[src/rtl/seg_scan_driver.sv]
// Time-multiplexed four-digit common-anode 7-segment driver with per-slot
// dead-time blanking and once-per-frame capture of digits and blank mask.
module seg_scan_driver #(
  parameter int unsigned TICK_DIV     = 100000,
  parameter int unsigned BLANK_CYCLES = 2
) (
  input  logic       clk,
  input  logic       rst_n,
  input  logic [3:0] digit_a,
  input  logic [3:0] digit_b,
  input  logic [3:0] digit_c,
  input  logic [3:0] digit_d,
  input  logic [3:0] blank_mask,
  output logic [3:0] an,
  output logic [6:0] seg,
  output logic       frame_start
);

  localparam int unsigned CNT_W = (TICK_DIV > 1) ? $clog2(TICK_DIV) : 1;
  localparam logic [CNT_W-1:0] CNT_LAST   = CNT_W'(TICK_DIV - 1);
  localparam logic [CNT_W-1:0] BLANK_LAST = CNT_W'(BLANK_CYCLES - 1);

  typedef enum logic {ST_BLANK, ST_DRIVE} state_e;

  state_e           state_q, state_d;
  logic [CNT_W-1:0] cnt_q, cnt_d;
  logic [1:0]       idx_q, idx_d;
  logic [3:0][3:0]  digits_q, digits_d;
  logic [3:0]       mask_q, mask_d;
  logic [3:0]       an_q, an_d;
  logic [6:0]       seg_q, seg_d;
  logic             frame_start_q, frame_start_d;
  logic             cnt_last_c;
  logic             load_c;
  logic [3:0]       nibble_c;

  // Active-low gfedcba pattern for a hex nibble.
  function automatic logic [6:0] hex_decode(input logic [3:0] nib);
    logic [6:0] s;
    case (nib)
      4'h0: s = 7'b1000000;
      4'h1: s = 7'b1111001;
      4'h2: s = 7'b0100100;
      4'h3: s = 7'b0110000;
      4'h4: s = 7'b0011001;
      4'h5: s = 7'b0010010;
      4'h6: s = 7'b0000010;
      4'h7: s = 7'b1111000;
      4'h8: s = 7'b0000000;
      4'h9: s = 7'b0010000;
      4'hA: s = 7'b0001000;
      4'hB: s = 7'b0000011;
      4'hC: s = 7'b1000110;
      4'hD: s = 7'b0100001;
      4'hE: s = 7'b0000110;
      default: s = 7'b0001110;
    endcase
    return s;
  endfunction

  always_ff @(posedge clk or negedge rst_n) begin
    if (!rst_n) begin
      state_q       <= ST_BLANK;
      cnt_q         <= '0;
      idx_q         <= '0;
      digits_q      <= '0;
      mask_q        <= '0;
      an_q          <= 4'b1111;
      seg_q         <= 7'b1111111;
      frame_start_q <= 1'b0;
    end else begin
      state_q       <= state_d;
      cnt_q         <= cnt_d;
      idx_q         <= idx_d;
      digits_q      <= digits_d;
      mask_q        <= mask_d;
      an_q          <= an_d;
      seg_q         <= seg_d;
      frame_start_q <= frame_start_d;
    end
  end

  always_comb begin
    state_d       = state_q;
    cnt_last_c    = (cnt_q == CNT_LAST);
    load_c        = (idx_q == 2'd0) && (cnt_q == '0);
    cnt_d         = cnt_last_c ? '0 : cnt_q + CNT_W'(1);
    idx_d         = cnt_last_c ? idx_q + 2'd1 : idx_q;
    digits_d      = load_c ? {digit_d, digit_c, digit_b, digit_a} : digits_q;
    mask_d        = load_c ? blank_mask : mask_q;
    nibble_c      = digits_q[idx_q];
    an_d          = 4'b1111;
    seg_d         = 7'b1111111;
    frame_start_d = load_c;

    // State tracks cnt_q so the output decode below sees the current slot phase.
    case (state_q)
      ST_BLANK: begin
        if (cnt_q == BLANK_LAST) state_d = ST_DRIVE;
      end
      ST_DRIVE: begin
        if (cnt_last_c) state_d = ST_BLANK;
        if (!mask_q[2'd3 - idx_q]) begin
          an_d  = ~(4'b1000 >> idx_q);
          seg_d = hex_decode(nibble_c);
        end
      end
      default: state_d = ST_BLANK;
    endcase
  end

  assign an          = an_q;
  assign seg         = seg_q;
  assign frame_start = frame_start_q;

endmodule

[config.mk]
export PLATFORM = sky130hd
export DESIGN_NAME = seg_scan_driver
export DESIGN_NICKNAME = d
export VERILOG_FILES = /design/src/rtl/seg_scan_driver.sv
export SDC_FILE = /design/constraint.sdc
export NUM_CORES = 1
export LEC_CHECK = 0
export BUFFER_PORTS_ARGS = -buffer_cell sky130_fd_sc_hd__buf_2
export CORE_MARGIN = 3
export CORE_UTILIZATION = 64
export CTS_BUF_LIST = sky130_fd_sc_hd__clkbuf_8
export CTS_CLUSTER_SIZE = 20
export DETAILED_ROUTE_END_ITERATION = 7
export HOLD_SLACK_MARGIN = 0.12
export PLACE_DENSITY = 0.92
export SLEW_MARGIN = 10
export SYNTH_ARGS = -nofsm -noshare
export SYNTH_HDL_FRONTEND = slang
export SYNTH_SLANG_ARGS = --single-unit
[constraint.sdc]
create_clock -name clk -period 6.6 [get_ports clk]
set_input_delay 0.66 -clock clk [delete_from_list [all_inputs] [get_ports clk]]
set_output_delay 0.66 -clock clk [all_outputs]
set_load 0.01 [all_outputs]
* Yosys cells after proc, flatten, opt, wreduce, memory -nomap -nowiden *
Memory sizes are Yosys's and may differ from the RTL's.
Index checks and enable logic that the tools add are counted.

word-level totals
  input port bits = 22
  memories = 1
  bits in read-only memories = 112
  output and inout bits = 12
  register bits after elaboration = 52
  logic and storage cells = 37

operators by class
  bitwise operators = 2
  add/subtract/negate cells = 3
  reductions and logical operators = 3
  equal/unequal tests = 2
  shifts and indexed selects = 1
  muxes and demuxes = 12
  order comparisons = 2

memories
  name              depth  bits a word  rd ports  clocked after memory_dff  wr ports  line  text
  (name not given)  16     7            1         0                         0         40    case (nib)

operator list
  kind                   count
  $add 17x1->17 const B  1
  $eq 17x1->1 const B    1
  $eq 17x17->1 const B   1
  $logic_not 17->1       1
  $mux 17                1
  $mux 7                 2
  $mux 4                 3
  $bmux 4 s2             1
  $lt 2x3->1 const B     2
  $not 4->4              1
  $shr 4x2->4 const A    1
  $mux 1                 3
  $add 2x1->2 const B    1
  $bmux 1 s2             1
  $logic_not 2->1        1
  $pmux 1 s2             1
  $sub 2x2->2 const A    1
  $logic_and 1x1->1      1
  $not 1->1              1

* Depth between registers and ports, before layout *
  depth in word-level cells = 5
  mapped depth = 7
  mapped depth without buffers = 6

* Worst setup path before layout *
Ideal clock, no wire load.

  path type = reg-to-reg
  start point = register idx_q[0]
  end point = register seg_q[3] (netlist: seg[3])
  setup slack = 4.523 ns
  library setup time = 0.080 ns
  required time = 6.520 ns
  arrival time = 1.997 ns
  buffers on the path = 1
  period minus slack after synthesis = 2.077 ns
  stages on the path, launching flop included = 8
  path through = dfrtp_1 > buf_6 > mux4_1 > inv_1 > ha_1 > inv_1 > mux4_2 > nand2b_1

between the ends
  longest elaborated chain between the ends = 5
  elaborated cells on any way between the ends = 8
  those cells by class = add/sub (1); mux (6); memory (1)

ends and longest elaborated chain
  item                                                               line     text
  from (decl)                                                        27       logic [1:0] idx_q, idx_d;
  from (signal assigned)                                             74       idx_q <= idx_d;
  $bmux 4 s2 / $sub 2x2->2 (equally long branches)                   91, 103
  $mux 4 (implied by the code) / $bmux 1 s2 (equally long branches)  91, 103
  $mem_v2 16x7 / $mux 1 (equally long branches)                      -
  $mux 7 *                                                           103      if (!mask_q[2'd3 - idx_q]) begin
  $mux 7 *                                                           97       case (state_q)
  named net seg_d[3]                                                 31       logic [6:0] seg_q, seg_d;
  to (signal assigned)                                               78       seg_q <= seg_d;
  to (decl)                                                          31

The timed path passes the listed nets; every way through them passes the cells marked *. The select of a mux whose other input is x is not followed.
A chain may end at the register's enable or synchronous reset.

* Worst setup path in the final report *
  start point = register cnt_q[13]
  end point = register digits_q[11] in the netlist's numbering

between the ends
  longest elaborated chain between the ends = 2

ends and longest elaborated chain
  item                    line  text
  from (decl)             26    logic [CNT_W-1:0] cnt_q, cnt_d;
  from (signal assigned)  73    cnt_q <= cnt_d;
  $logic_not 17->1        86    load_c = (idx_q == 2'd0) && (cnt_q == '0);
  $logic_and 1x1->1       86
  to (signal assigned)    75    digits_q <= digits_d;
  to (decl)               28    logic [3:0][3:0] digits_q, digits_d;

No other way between the ends.

==> results.cfg <==
[floorplanning]
start_util_pct = 67.4
rows = 22
pin_count = 34
die_h_um = 68.5
die-area_sq_um = 4700
coreArea_sq_um = 3720
die_w_um = 68.5

[synth]
ys_warn_count = 0
synth_edf_count = 0
synth-seq-cells = 52
synthesis.nets = 228
synthArstFlopShare_pct = 100
synth.distinct_cells = 35
synth_area_sq_um = 2500
ys_seq_area_share_pct = 52.5
synth_top_flop_cell = dfrtp_1
avgSynthCellArea_sq_um = 13.0
synth_cells = 193

[power]
clkPwrFrac_pct = 38.3
net-switching-power_uw = 126
ir_worst_vdd_v = 0.000147
p_int_uw = 485
swShare_pct = 20.7
combPwrFrac_pct = 6.9
pwr-share-seq_pct = 54.8
leakage_uw = 0.00127
power_density_nw_per_um2 = 218

[place]
placed_area_sq_um = 2680
dp_slack_ns = 4.19
place.gp.congestion = 0.812
dp_cells = 268
portBuffers = 33
hpwl_mm = 3.07

[global_routing]
use_met3_pct = 4.38
grt_max_degree = 53
grtUsageTotal_pct = 20.6
antenna_found_initial = 0
use_met2_pct = 32.5
grt-ovfl-total = 0
met1_usage_pct = 27.8
grt_pass1_wl_mm = 7.14
top_usage_layer = met2
grt_pass1_vias = 1528

[timing]
fin_worst_skew_ns = 0.0104
hold_slack_ns = 0.448
final.period_utilization_pct = 37.1
maxSlewHeadroom_pct = 39.4
fin_crit_ns = 2.45
drv_slew = 0
tightest_slew_ns = 0.909
rsz0062_at_grt = false
setup_tns_ns = 0
finalSetupViolations = 0
hold_viol = 0
setup_ws_ns = 4.15
fmax_mhz = 408

[final_layout]
multiInputGateArea_sq_um = 1100
stdcell_count = 276
nets = 262
ff_latch_area_sq_um = 1320
drive_gt1_share_pct = 30.7
fill_cells = 257
final_cell_area_sq_um = 2810
n_antenna_cell = 0
area_delta_synth_final_pct = 12.1

[route]
antenna_left = 0
drt-total-wl_mm = 4.38
drt_iter0_markers = 108
drcViolationCount = 0
vias = 1593
dr.pass1.iters = 4
routedWlPerCell_um = 15.9
drt-vias-per-instance = 5.77

[clock_network]
cts.hold.buffers_added = 0
root_buffer = clkbuf_8
cts_setup_buffers = 0
cts_tree = done
cts_buffers = 5
clk_latency_ns = 0.31
cts.path.max_buffers = 2
path_clk_slew_ns = 0.09
cts_resized = 0
cts.htree.levels = 2
cts_sinks = 52

[flow_run]
cap_violations = 0

[critical_path]
crit_required_ns = 6.80
worstSetupEndpointType = register
crit_fanout = 21
cp-start-kind = register
crit_type = register to register
reg2reg_slack_ns = 4.15
crit_arrival_ns = 2.64

[run_status]
status = completed

[hold_path]
min_path_type = input pin to async pin
==> through the flow <==
step	util [%]	total power [uW]
after detailed placement	72.1	384
after CTS	75.5	615
after global placement	72.1	381
after global routing	75.5	630
final	75.5	611
after floorplan	-	364
==> critical path, stage by stage (launching register included) <==
cell and delay [ns]:
dfrtp_1 0.44, nor4_1 0.43, and4_1 0.28, and3_1 0.77, mux2_2 0.42
==> layout by cell type (no fill, tap or decap), types with 4 or more instances in the layout <==
master	netlist	final
xor2_1	6	6
clkbuf_8	0	7
dfrtp_1	41	41
nand2_1	14	14
nor2_1	12	12
mux2_1	12	12
and4_1	4	4
and3_1	4	4
dfstp_2	11	11
inv_1	7	7
buf_2	3	33
nand3_1	6	6
xnor2_1	9	9
mux2_2	10	10
ha_1	13	13
nand4_1	4	4
==> sequential cells by signal, summed over array words and instances, names as in the netlist <==
signal       count
an               4
cnt_q           17
frame_start      1
idx_q            2
seg              7
state_q          1
digits_q        16
mask_q           4
==> Yosys cell counts, drive strengths merged, types with 2 or more instances <==
cell | number | area (sq um)
a21oi | 2 | 10.0
and3 | 4 | 25.0
and4 | 4 | 35.0
buf | 8 | 63.8
dfrtp | 41 | 1030
dfstp | 11 | 289
ha | 13 | 163
inv | 7 | 26.3
mux2 | 23 | 263
mux2i | 2 | 20.0
mux4 | 6 | 146
nand2 | 14 | 52.6
nand2b | 3 | 26.3
nand3 | 6 | 30.0
nand4 | 4 | 25.0
nor2 | 12 | 45.0
nor2b | 2 | 12.5
nor3 | 3 | 15.0
nor4 | 3 | 18.8
o211ai | 3 | 22.5
xnor2 | 9 | 78.8
xor2 | 6 | 52.6
==> routing by layer <==
layer  vias to the layer above  routed length, um
met5                         -                  0
met4                         0                 63
met1                       786               1940
met3                         7                197
met2                        50               2180
li1                        750                  -
==> path summary, 6_finish.rpt <==
| kind | startpoint | endpoint | depth (start not counted) |
|---|---|---|---|
| min | rst_n | cnt_q[15] | 2 |
| min reg2reg | digits_q[10] | digits_q[10] | 1 |
| max | cnt_q[13] | digits_q[11] | 4 |
| min in group clk | digits_q[10] | digits_q[10] | 1 |
| max in group asynchronous | rst_n | cnt_q[3] | 2 |
| max reg2reg | cnt_q[13] | digits_q[11] | 4 |
==> cell type report <==
class / instances / area share [%]
multi-input combinational: 126 / 39.1
inverter: 7 / 0.936
clock buffer: 7 / 3.43
clock inverter: 1 / 1.07
tap: 48 / 2.14
timing repair buffer: 35 / 6.42
sequential: 52 / 46.9
==> cells by family after synthesis <==
kind of cell | count (synthesis) | share of synthesized area (%)
AOI/OAI and AO/OA | 10 | 2.75
DFF | 52 | 52.5
adders and majority gates | 13 | 6.50
and+or+nand+nor | 57 | 12.2
buffers and inverters | 15 | 3.60
muxes | 31 | 17.1
xor gates and xnor gates | 15 | 5.25
==> power groups by stage <==
stage               logic, uW  clock network [uW]  registers, uW
finish                   42.1                 234            335
global route             46.9                 247            336
CTS                      42.7                 237            335
detailed placement       42.5                   0            341
global placement         40.6                   0            340
floorplan                21.9                   0            342
Power figures use the tool's default switching activity.
